File: src/rtl/score_controller.sv
// Game-flow sequencer owning both scores; score changes commit only on FRAME_START.
// Optional SCORE_BLINK_EN: scores blink every 16 frames while in game over.
module score_controller #(
  parameter int WIN_SCORE    = 11,
  parameter int WIN_BY       = 2,
  parameter int MAX_SCORE    = 99,
  parameter int SERVE_CHANGE = 2,
  parameter int HOLD_FRAMES  = 60,
  parameter int SERVE_FRAMES = 30
) (
  input  logic       VGA_CLK,
  input  logic       RST_N,
  input  logic       FRAME_START,
  input  logic       START,
  input  logic       CLEAR,
  input  logic       POINT_A,
  input  logic       POINT_B,
  output logic [6:0] ScoreA,
  output logic [6:0] ScoreB,
  output logic       SERVE_SIDE,
  output logic       BALL_EN,
  output logic       GAME_OVER,
  output logic       WINNER,
  output logic       SCORE_VISIBLE
);

  localparam logic [2:0] S_IDLE  = 3'd0;
  localparam logic [2:0] S_SERVE = 3'd1;
  localparam logic [2:0] S_PLAY  = 3'd2;
  localparam logic [2:0] S_HOLD  = 3'd3;
  localparam logic [2:0] S_OVER  = 3'd4;

  localparam int FMAX = (HOLD_FRAMES > SERVE_FRAMES) ? HOLD_FRAMES : SERVE_FRAMES;
  localparam int FCW  = $clog2(FMAX + 1);
  localparam int SCW  = (SERVE_CHANGE > 1) ? $clog2(SERVE_CHANGE + 1) : 1;

  localparam logic [FCW-1:0] HOLD_L  = FCW'(HOLD_FRAMES);
  localparam logic [FCW-1:0] SERVE_L = FCW'(SERVE_FRAMES);
  localparam logic [SCW-1:0] SC_L    = SCW'(SERVE_CHANGE);
  localparam logic [6:0]     MAX7    = 7'(MAX_SCORE);
  localparam logic [7:0]     WIN8    = 8'(WIN_SCORE);
  localparam logic [7:0]     BY8     = 8'(WIN_BY);

  logic [2:0]     state_q, state_d;
  logic [FCW-1:0] fcnt_q, fcnt_d, fcnt_inc;
  logic [SCW-1:0] scnt_q, scnt_d, scnt_inc;
  logic           pend_a_q, pend_a_d, pend_b_q, pend_b_d;
  logic [6:0]     score_a_q, score_a_d, score_b_q, score_b_d;
  logic           side_q, side_d, winner_q, winner_d;
  logic           ball_q, over_q;
  logic [6:0]     next_a, next_b;
  logic [7:0]     next_a8, next_b8;
  logic           win_a, win_b;

  assign fcnt_inc = fcnt_q + FCW'(1);
  assign scnt_inc = scnt_q + SCW'(1);

  // Post-commit scores feed the win check on the same cycle they are committed.
  assign next_a  = (pend_a_q && score_a_q != MAX7) ? score_a_q + 7'd1 : score_a_q;
  assign next_b  = (pend_b_q && score_b_q != MAX7) ? score_b_q + 7'd1 : score_b_q;
  assign next_a8 = {1'b0, next_a};
  assign next_b8 = {1'b0, next_b};
  assign win_a   = (next_a8 >= WIN8 && next_a8 >= next_b8 + BY8) || next_a == MAX7;
  assign win_b   = (next_b8 >= WIN8 && next_b8 >= next_a8 + BY8) || next_b == MAX7;

  always_comb begin
    state_d   = state_q;
    fcnt_d    = fcnt_q;
    scnt_d    = scnt_q;
    pend_a_d  = pend_a_q;
    pend_b_d  = pend_b_q;
    score_a_d = score_a_q;
    score_b_d = score_b_q;
    side_d    = side_q;
    winner_d  = winner_q;
    if (CLEAR) begin
      state_d   = S_IDLE;
      fcnt_d    = '0;
      scnt_d    = '0;
      pend_a_d  = 1'b0;
      pend_b_d  = 1'b0;
      score_a_d = '0;
      score_b_d = '0;
      side_d    = 1'b0;
      winner_d  = 1'b0;
    end else begin
      case (state_q)
        S_IDLE: begin
          if (START) begin
            state_d = S_SERVE;
            fcnt_d  = '0;
          end
        end
        S_SERVE: begin
          if (FRAME_START) begin
            if (fcnt_inc == SERVE_L) begin
              state_d = S_PLAY;
              fcnt_d  = '0;
            end else begin
              fcnt_d = fcnt_inc;
            end
          end
        end
        S_PLAY: begin
          if (POINT_A || POINT_B) begin
            // Simultaneous pulses mean a replayed rally: hold without a pending point.
            state_d  = S_HOLD;
            fcnt_d   = '0;
            pend_a_d = POINT_A & ~POINT_B;
            pend_b_d = POINT_B & ~POINT_A;
          end
        end
        S_HOLD: begin
          if (FRAME_START) begin
            fcnt_d = fcnt_inc;
            if (fcnt_inc == HOLD_L) begin
              state_d = S_SERVE;
              fcnt_d  = '0;
            end
            if (fcnt_q == '0) begin
              score_a_d = next_a;
              score_b_d = next_b;
              pend_a_d  = 1'b0;
              pend_b_d  = 1'b0;
              if (pend_a_q || pend_b_q) begin
                if (scnt_inc == SC_L) begin
                  scnt_d = '0;
                  side_d = ~side_q;
                end else begin
                  scnt_d = scnt_inc;
                end
              end
              if (win_a || win_b) begin
                state_d  = S_OVER;
                winner_d = win_b;
                fcnt_d   = '0;
              end
            end
          end
        end
        S_OVER: begin
          if (START) begin
            state_d   = S_SERVE;
            fcnt_d    = '0;
            scnt_d    = '0;
            score_a_d = '0;
            score_b_d = '0;
            side_d    = ~side_q;
          end
        end
        default: state_d = S_IDLE;
      endcase
    end
  end

  always_ff @(posedge VGA_CLK) begin
    if (!RST_N) begin
      state_q   <= S_IDLE;
      fcnt_q    <= '0;
      scnt_q    <= '0;
      pend_a_q  <= 1'b0;
      pend_b_q  <= 1'b0;
      score_a_q <= '0;
      score_b_q <= '0;
      side_q    <= 1'b0;
      winner_q  <= 1'b0;
      ball_q    <= 1'b0;
      over_q    <= 1'b0;
    end else begin
      state_q   <= state_d;
      fcnt_q    <= fcnt_d;
      scnt_q    <= scnt_d;
      pend_a_q  <= pend_a_d;
      pend_b_q  <= pend_b_d;
      score_a_q <= score_a_d;
      score_b_q <= score_b_d;
      side_q    <= side_d;
      winner_q  <= winner_d;
      ball_q    <= (state_d == S_PLAY);
      over_q    <= (state_d == S_OVER);
    end
  end

`ifdef SCORE_BLINK_EN
  logic [3:0] blink_q;
  logic       vis_q;

  always_ff @(posedge VGA_CLK) begin
    if (!RST_N || state_q != S_OVER || state_d != S_OVER) begin
      blink_q <= '0;
      vis_q   <= 1'b1;
    end else if (FRAME_START) begin
      blink_q <= blink_q + 4'd1;
      if (&blink_q) vis_q <= ~vis_q;
    end
  end

  assign SCORE_VISIBLE = vis_q;
`else
  assign SCORE_VISIBLE = 1'b1;
`endif

  assign ScoreA     = score_a_q;
  assign ScoreB     = score_b_q;
  assign SERVE_SIDE = side_q;
  assign BALL_EN    = ball_q;
  assign GAME_OVER  = over_q;
  assign WINNER     = winner_q;

endmodule

File: config.mk
export PLATFORM = sky130hd
export DESIGN_NAME = score_controller
export DESIGN_NICKNAME = d
export VERILOG_FILES = /design/src/rtl/score_controller.sv
export SDC_FILE = /design/constraint.sdc
export NUM_CORES = 1
export LEC_CHECK = 0
export CORE_MARGIN = 2
export CORE_UTILIZATION = 63
export DETAILED_ROUTE_END_ITERATION = 6
export GPL_TIMING_DRIVEN = 0
export PLACE_DENSITY_LB_ADDON = 0.3
export SLEW_MARGIN = 20
export SYNTH_ARGS = -nofsm -noshare
export SYNTH_HDL_FRONTEND = slang
export SYNTH_SLANG_ARGS = --single-unit
export TNS_END_PERCENT = 30
File: constraint.sdc
create_clock -name VGA_CLK -period 7.85 [get_ports VGA_CLK]
set_input_delay 1.57 -clock VGA_CLK [delete_from_list [all_inputs] [get_ports VGA_CLK]]
set_output_delay 1.57 -clock VGA_CLK [all_outputs]
set_load 0.005 [all_outputs]
* Word-level counts from Yosys, hierarchy flattened
Index checks and enable logic that the tools add are counted. W data, S select, Z words.
Cells by class: add/sub/neg operators 6, $lt $le $gt $ge 4, equality and inequality tests 21, muxes and demuxes 46, bitwise logic cells 6, reduce and logical (&&, ||, !) cells 22
Operators with widths (number):
- $mux W7 | 7
- $mux W6 | 8
- $pmux W7 S2 | 2
- $mux W3 | 9
- $pmux W6 S4 | 1
- $add A7 B2 Y8 const B | 2
- $ge A7 B8 Y1 | 2
- $add A7 B1 Y7 const B | 2
- $eq A7 B7 Y1 const B | 2
- $ge A7 B4 Y1 const B | 2
- $ne A2 B2 Y1 const B | 7
- $ne A7 B7 Y1 const B | 2
- $pmux W3 S4 | 1
- $reduce_and A4 Y1 | 3
- $mux W2 | 5
- $reduce_and A5 Y1 | 2
- $eq A3 B2 Y1 const B | 3
- $mux W1 | 9
- $add A6 B1 Y6 const B | 1
- $eq A3 B3 Y1 const B | 2
- $eq A6 B5 Y1 const B | 1
- $eq A6 B6 Y1 const B | 1
- $logic_not A6 Y1 | 1
- $pmux W1 S2 | 3
- other kinds (14) | 27
Storage, ports and cells: register bits 31, input bits 7, output and inout bits 19, word-level logic and storage cells 116

* Depth between registers and ports, before layout
Gate-level depths: netlist of run 1.
word-level depth 14, depth in mapped cells 18, gate-level depth less buffers 17

* Least setup slack after synthesis of run 1
Ideal clock, no wire load.
path type register to register, from reg score_b_q[0] (netlist: ScoreB[0]), to reg fcnt_q[0], setup time 0.096 ns, arrival 3.362 ns, required time 7.754 ns, slack 4.393 ns, stages on the path, launching flop included 19, path buffers 1, clock period less this slack 3.457 ns, cells stage by stage dfxtp_1 ha_1 buf_4 nand3_2 o41ai_4 mux2i_1 inv_1 ha_1 inv_1 ha_1 a21o_1 a31oi_1 o21ai_0 a21oi_1 a31oi_1 o21bai_1 a31o_2 nand2_2 o41ai_2
Between the ends: longest elaborated chain between the ends 12, elaborated cells between the ends (all ways) 18, those cells by class add/sub (2); order compare (3); eq/ne (2); mux (5); reduce/logical (6)
Ends and longest elaborated chain:
- from (decl) | line 48 | logic [6:0] score_a_q, score_a_d, score_b_q, score_b_d;
- from (signal assigned) | line 176 | score_b_q <= score_b_d;
- parallel branches: the longest is 2 deep, another holds $add A7 B1 Y7
- $mux W7 * | line 60 | assign next_b = (pend_b_q && score_b_q != MAX7) ? score_b_q + 7'd1 : score_b_q;
- $add A7 B2 Y8 | line 63 | assign win_a = (next_a8 >= WIN8 && next_a8 >= next_b8 + BY8) || next_a == MAX7;
- $ge A7 B8 Y1 | line 63
- $logic_and A1 B1 Y1 | line 63
- $logic_or A1 B1 Y1 | line 63
- $logic_or A1 B1 Y1 * | line 133 | if (win_a || win_b) begin
- $mux W6 * | line 133
- $mux W6 * | line 120 | if (fcnt_q == '0) begin
- $mux W6 * | line 114 | if (FRAME_START) begin
- $pmux W6 S4 * | line 87 | case (state_q)
- to (signal assigned) | line 171 | fcnt_q <= fcnt_d;
- to (decl) | line 45 | logic [FCW-1:0] fcnt_q, fcnt_d, fcnt_inc;
Every way passes the cells marked *. The select of a mux whose other input is x is not followed. A chain may end at the register's enable or synchronous reset.

* Worst setup path in the final report of run 1
from reg score_b_q[0] (netlist: ScoreB[0]), to reg state_q[1]
Between the ends: longest elaborated chain between the ends 13, elaborated cells between the ends (all ways) 19, those cells by class add/sub (2); order compare (3); eq/ne (2); mux (6); reduce/logical (6)
Ends and longest elaborated chain:
- parallel branches: the longest is 2 deep, another holds $add A7 B1 Y7
- $mux W7 * | line 60
- $add A7 B2 Y8 | line 63
- $ge A7 B8 Y1 | line 63
- $logic_and A1 B1 Y1 | line 63
- $logic_or A1 B1 Y1 | line 63
- $logic_or A1 B1 Y1 * | line 133
- $mux W3 * | line 133
- $mux W3 * | line 120
- $mux W3 * | line 114
- $pmux W3 S4 * | line 87
- $mux W3 * | line 76 | if (CLEAR) begin
- to (signal assigned) | line 170 | state_q <= state_d;
- to (decl) | line 44 | logic [2:0] state_q, state_d;
Every way passes the cells marked *.

==> flow_metrics.env, run 1 <==
export IMPL_status="completed"
export IMPL_worst_path_max_fanout=8
export IMPL_seqPwrFrac_pct=51.8
export IMPL_p_int_uw=233
export IMPL_period_share_pct=53.0
export IMPL_io_buffers=24
export IMPL_gp_congestion=0.920
export IMPL_worst_ep_arrival_time_ns=4.36
export IMPL_skew_ns=0.0114
export IMPL_layout_common_cells="nor2_1 (38), a21oi_1 (32), dfxtp_1 (31)"
export IMPL_h_tree_depth=2
export IMPL_power_total_uw=305
export IMPL_ys_seq_area_share_pct=22.7
export IMPL_pwr_share_comb_pct=5.5
export IMPL_critPathKind="reg2reg"
export IMPL_antenna_cells=0
export IMPL_die_h_um=69.9
export IMPL_area_growth_pct=14.3
export IMPL_grtUsageTotal_pct=29.0
export IMPL_synthCells=362
export IMPL_drtAntennaViolNets=0
export IMPL_hold_buffers=0
export IMPL_finalCriticalPeriod_ns=4.16
export IMPL_ys_flop_type="dfxtp_1"
export IMPL_synth_top_area_share_pct=22.7
export IMPL_vias=2763
export IMPL_utilization_pct=76.5
export IMPL_syn_area_per_cell_um2=7.56
export IMPL_swShare_pct=23.7
export IMPL_finalWirelength_mm=6.97
export IMPL_die_w_um=69.9
export IMPL_setup_viol=0
export IMPL_worstSetupStartpointType="register"
export IMPL_grt_max_degree=11
export IMPL_irDropWorstVdd_uv=132
export IMPL_final_common_cell="nor2_1"
export IMPL_post_cts_setup_buffers=0
export IMPL_cts_num_sinks=31
export IMPL_initial_core_util_pct=67.0
export IMPL_async_flop_share_pct=0
export IMPL_overflow=0
export IMPL_numCtsBuffers=5
export IMPL_grt_setup_unrepaired="no"
export IMPL_ioPinCount=26
export IMPL_cellPowerDensity_nw_per_um2=97.6
export IMPL_drive_above_1_share_pct=9.92
export IMPL_min_delay_start="scnt_q[1]$_SDFFE_PP0P_"
export IMPL_fillers=314
export IMPL_max_slew_margin_pct=59.6
export IMPL_fmax_mhz=240
export IMPL_cts_tree="built"
export IMPL_synth_cell_area_um2=2740
export IMPL_final_hold_violation_count=0
export IMPL_std_cell_rows=23
export IMPL_required_ns=8.05
export IMPL_clockBufferDepth=2
export IMPL_worstSkewPairLatency_ns=0.29
export IMPL_antenna_found_initial=0
export IMPL_nets=420
export IMPL_p_leak_uw=0.00117
export IMPL_ys_ff_latch=31
export IMPL_first_global_vias=2578
export IMPL_worst_pin_slew_ns=0.606
export IMPL_post_drt_wl_per_cell_um=15.7
export IMPL_cap_violations=0
export IMPL_cts_resized_gates=0
export IMPL_yosysTopAreaCell="dfxtp_1"
export IMPL_crit_path_end_kind="register"
export IMPL_path_clk_slew_ns=0.07
export IMPL_synthTopCellsByArea="dfxtp_1 (23%), ha_1 (9.1%), a21oi_1 (5.9%)"
export IMPL_die_area_um2=4890
export IMPL_dp_hpwl_mm=5.20
export IMPL_min_path_type="reg2reg"
export IMPL_setup_tns_final_ns=0
export IMPL_via_per_inst=6.24
export IMPL_synth_cell_types=59
export IMPL_root_buffer="clkbuf_8"
export IMPL_syn_num_nets=389
export IMPL_grt_pass1_wl_mm=11.6
export IMPL_clock_power_share_pct=42.7
export IMPL_yosysWarnings=0
export IMPL_firstDrtPassIters=5
export IMPL_p_sw_uw=72.4
export IMPL_core_um2=4090
export IMPL_first_iter_violations=290
export IMPL_slew_viol_final=0
export IMPL_critPathLaunch="ScoreB[0]$_SDFFE_PP0P_"
export IMPL_drc=0
export IMPL_reg2reg_from="ScoreB[0]$_SDFFE_PP0P_"
export IMPL_synth_edf_count=0
-- cells by family (layout without fill, tap and decap cells) --
logic type	after synthesis	count (layout)	share of synthesized area (%)
and+or+nand+nor	144	144	27.5
AOI/OAI and AO/OA	90	90	22.3
muxes	8	8	3.20
buffers and inverters	44	75	7.36
DFF	31	31	22.7
xor gates and xnor gates	24	24	7.68
other	1	1	0.137
adders and majority gates	20	20	9.14
-- worst max-delay path, cell delays in order (launching register included) --
cell and delay [ns]:
dfxtp_1 0.39, ha_1 0.17, buf_4 0.15, nand3_2 0.13, o41ai_4 0.44, mux2i_1 0.46
inv_1 0.18, ha_1 0.33, inv_1 0.04, ha_1 0.28, a21o_1 0.18, a31oi_1 0.12
o21ai_0 0.12, a21oi_1 0.15, a31oi_1 0.05, o21bai_1 0.26, a31o_2 0.28, nand2_2 0.11
o31ai_2 0.21
-- sequential cells by signal, summed over array words and instances, names as in the netlist --
signal / flops
scnt_q: 2
ScoreB: 7
BALL_EN: 1
GAME_OVER: 1
ScoreA: 7
pend_b_q: 1
fcnt_q: 6
state_q: 3
SERVE_SIDE: 1
pend_a_q: 1
WINNER: 1
-- layout make-up --
class | count | area, um2 | share of cell area, %
plain buffers | 27 | 138 | 4.40
repair buffers | 24 | 240 | 7.68
flip-flops and latches | 31 | 621 | 19.8
inverters | 17 | 63.8 | 2.04
clock buffers | 6 | 82.6 | 2.64
multi-input cells | 287 | 1910 | 61.2
clock inverters | 1 | 5.00 | 0.160
well taps | 50 | 62.6 | 2.00
-- synth_stat cells, types with 2 or more instances --
master / n
nor4_1: 4
ha_1: 20
a21bo_2: 3
nor3b_1: 4
dfxtp_1: 31
buf_4: 5
nand4b_1: 4
or3_1: 4
o21ai_1: 2
clkbuf_1: 13
a21oi_1: 32
o32a_1: 2
nand3_1: 8
nor2_1: 38
mux2_2: 2
xnor2_1: 13
mux2i_1: 5
nand2b_1: 8
buf_2: 8
inv_1: 16
and2_1: 4
nor3_1: 20
o21ai_0: 15
o22ai_1: 2
nand4_1: 10
nand3b_1: 5
a211oi_1: 2
nor2b_1: 2
a21o_1: 6
o31ai_1: 3
xor2_1: 11
o21bai_1: 2
nand2_1: 27
a31oi_1: 6
-- power by group through the flow --
| stage | Sequential (uW) | Clock, uW | Combinational, uW |
|---|---|---|---|
| 2_1_floorplan | 161 | 0 | 9.80 |
| 3_5_place_dp | 162 | 0 | 16.4 |
| 4_1_cts | 158 | 132 | 16.5 |
| 5_1_grt | 158 | 139 | 18.6 |
| 6_report | 158 | 130 | 16.9 |
| 3_3_place_gp | 162 | 0 | 16.0 |
-- worst paths after layout --
check                            to  slack, ns  cells after the start
max           state_q[1]$_SDFF_PN0_       3.69                     18
min          scnt_q[1]$_SDFFE_PP0P_       0.45                      2
max reg2reg   state_q[1]$_SDFF_PN0_       3.69                     18
min reg2reg  scnt_q[1]$_SDFFE_PP0P_       0.45                      2
-- layer usage --
metal	up-vias	routed length [um]	GRT usage, %
met5	-	0	0
met4	0	159	10.5
met3	24	519	6.06
met2	133	3330	48.3
met1	1261	2960	37.0
li1	1345	-	-
-- through the flow --
stage	instances	setup WS, ns	hold WS [ns]	cell area (um2)
floorplan	362	4.39	0.410	2740
global placement	436	3.92	0.419	3040
detailed placement	436	3.82	0.441	3040
CTS	443	3.76	0.450	3130
global route	443	3.39	0.468	3130
finish	443	3.69	0.448	3130
Note: power is estimated with default switching activity, not from simulation.
==> inputs of run 2 (changes only) <==
--- a/config.mk
+++ b/config.mk
@@ -6,7 +6,7 @@
 export NUM_CORES = 1
 export LEC_CHECK = 0
 export CORE_MARGIN = 2
-export CORE_UTILIZATION = 63
+export CORE_UTILIZATION = 58
 export DETAILED_ROUTE_END_ITERATION = 6
 export GPL_TIMING_DRIVEN = 0
 export PLACE_DENSITY_LB_ADDON = 0.3
==> constraint.sdc (replaced) <==
create_clock -name VGA_CLK -period 4.1 [get_ports VGA_CLK]
set_input_delay 0.82 -clock VGA_CLK [delete_from_list [all_inputs] [get_ports VGA_CLK]]
set_output_delay 0.82 -clock VGA_CLK [all_outputs]
set_load 0.005 [all_outputs]
==> run 2 against run 1 <==
Net effect: first-iteration DRC count is 20% lower; critical endpoint is now fcnt_q[0]$_SDFFE_PP0P_; wire length decreased by 0.92%; critical path type unchanged; combinational power rose by 93%; power rose by 100%.
==> flow_metrics.env, run 2 (synthesis results as in run 1) <==
export IMPL_status="completed"
export IMPL_fmax_mhz=249
export IMPL_cap_violations=0
export IMPL_multi_input_area_um2=1920
export IMPL_min_path_type="reg2reg"
export IMPL_seqPwrFrac_pct=49.1
export IMPL_core_um2=4440
export IMPL_max_slew_margin_pct=61.4
export IMPL_stdcell_count=452
export IMPL_antenna_found_initial=0
export IMPL_initial_core_util_pct=61.6
export IMPL_die_w_um=72.7
export IMPL_final_common_cell="nor2_1"
export IMPL_worstSetupStartpointType="register"
export IMPL_setup_tns_final_ns=0
export IMPL_io_buffers=24
export IMPL_antenna_cells=0
export IMPL_gp_congestion=0.918
export IMPL_fin_area_um2=3200
export IMPL_first_global_vias=2496
export IMPL_via_per_inst=6.21
export IMPL_worst_pin_slew_ns=0.578
export IMPL_post_drt_wl_per_cell_um=15.3
export IMPL_overflow=0
export IMPL_swShare_pct=24.3
export IMPL_numCtsBuffers=5
export IMPL_layout_common_cells="nor2_1 (38), a21oi_1 (32), dfxtp_1 (30)"
export IMPL_skew_ns=0.00733
export IMPL_worst_path_max_fanout=8
export IMPL_drtAntennaViolNets=0
export IMPL_area_growth_pct=16.9
export IMPL_die_h_um=72.7
export IMPL_period_share_pct=97.9
export IMPL_placed_cell_area_um2=3040
export IMPL_final_hold_violation_count=0
export IMPL_finalWirelength_mm=6.91
export IMPL_firstDrtPassIters=5
export IMPL_nets=426
export IMPL_setup_viol=0
export IMPL_root_buffer="clkbuf_8"
export IMPL_fillers=371
export IMPL_irDropWorstVdd_uv=274
export IMPL_place_inst=438
export IMPL_grtUsageTotal_pct=27.3
export IMPL_holdWs_ns=0.435
export IMPL_crit_path_end_kind="register"
export IMPL_critPathKind="reg2reg"
export IMPL_ff_latch_area_um2=622
export IMPL_required_ns=4.30
export IMPL_worstSkewPairLatency_ns=0.29
export IMPL_grt_pass1_wl_mm=11.5
export IMPL_std_cell_rows=24
export IMPL_clock_power_share_pct=45.6
export IMPL_h_tree_depth=2
export IMPL_vias=2807
export IMPL_dp_hpwl_mm=5.07
export IMPL_p_leak_uw=0.00119
export IMPL_die_area_um2=5280
export IMPL_power_total_uw=616
export IMPL_slew_viol_final=0
export IMPL_ioPinCount=26
export IMPL_clockBufferDepth=2
export IMPL_p_int_uw=466
export IMPL_drive_above_1_share_pct=12.3
export IMPL_cts_num_sinks=31
export IMPL_p_sw_uw=149
export IMPL_first_iter_violations=232
export IMPL_grt_max_degree=11
export IMPL_pwr_share_comb_pct=5.3
export IMPL_cts_tree="built"
export IMPL_worst_ep_arrival_time_ns=4.22
export IMPL_path_clk_slew_ns=0.07
export IMPL_finalCriticalPeriod_ns=4.01
export IMPL_drc=0
export IMPL_cellPowerDensity_nw_per_um2=193
==> run 2: final cells by class <==
cell class	count	area share, %
Multi-Input combinational cell	287	60.1
Sequential cell	31	19.4
Timing Repair Buffer	30	8.92
Buffer	27	4.30
Clock buffer	7	3.01
Tap cell	52	2.03
Inverter	17	2.00
Clock inverter	1	0.235
==> run 2: metrics by stage <==
step           util, %  setup slack [ns]
6_report          72.0            0.0878
5_1_grt           72.0          -0.00978
4_1_cts           70.9            0.0519
3_5_place_dp      68.4            0.0510
3_3_place_gp      68.4             0.114
2_1_floorplan        -             0.643
==> run 2: what timing repair did <==
action | CTS | global route
endpoints found under the setup margin | 1 | 7
hold buffers | 0 | 0
setup buffers | 0 | 6
pin swaps | 0 | 2
hold endpoints to repair | 0 | 0
resized for setup | 1 | 2
==> run 2: critical path, cell delays in order, from the launching register on <==
cell and delay [ns]:
dfxtp_2 0.37, ha_1 0.15, buf_4 0.15, nand3_2 0.13
o41ai_4 0.45, mux2i_2 0.37, inv_1 0.16, ha_1 0.32
inv_1 0.04, ha_1 0.28, a21o_1 0.18, a31oi_1 0.15
o21ai_0 0.11, a21oi_1 0.15, a31oi_1 0.06, o21bai_1 0.27
a31o_2 0.27, nand2_2 0.10, o41ai_2 0.20
==> run 2: worst paths after layout <==
kind / endpoint / slack, ns / from / cells after the start
worst max-delay path: fcnt_q[0]$_SDFFE_PP0P_ / 0.09 / ScoreB[0]$_SDFFE_PP0P_ / 18
worst min-delay path: scnt_q[1]$_SDFFE_PP0P_ / 0.44 / scnt_q[1]$_SDFFE_PP0P_ / 2
worst max register to register: fcnt_q[0]$_SDFFE_PP0P_ / 0.09 / ScoreB[0]$_SDFFE_PP0P_ / 18
worst min register to register: scnt_q[1]$_SDFFE_PP0P_ / 0.44 / scnt_q[1]$_SDFFE_PP0P_ / 2
==> run 2: power groups by stage <==
stage / sequential, uW / combinational [uW] / clock [uW]
2_1_floorplan: 309 / 18.8 / 0
3_3_place_gp: 309 / 31.1 / 0
3_5_place_dp: 309 / 31.5 / 0
4_1_cts: 302 / 31.7 / 285
5_1_grt: 302 / 35.4 / 298
6_report: 302 / 32.7 / 281
==> run 2: layer usage <==
layer / vias to the layer above / track usage, % / share of wire [%] / routed length (um)
met5: - / 0 / 0 / 0
met4: 0 / 9.67 / 1.9 / 134
met3: 14 / 5.11 / 6.1 / 418
met2: 114 / 43.8 / 47 / 3270
met1: 1322 / 36.7 / 45 / 3080
li1: 1357 / - / - / -
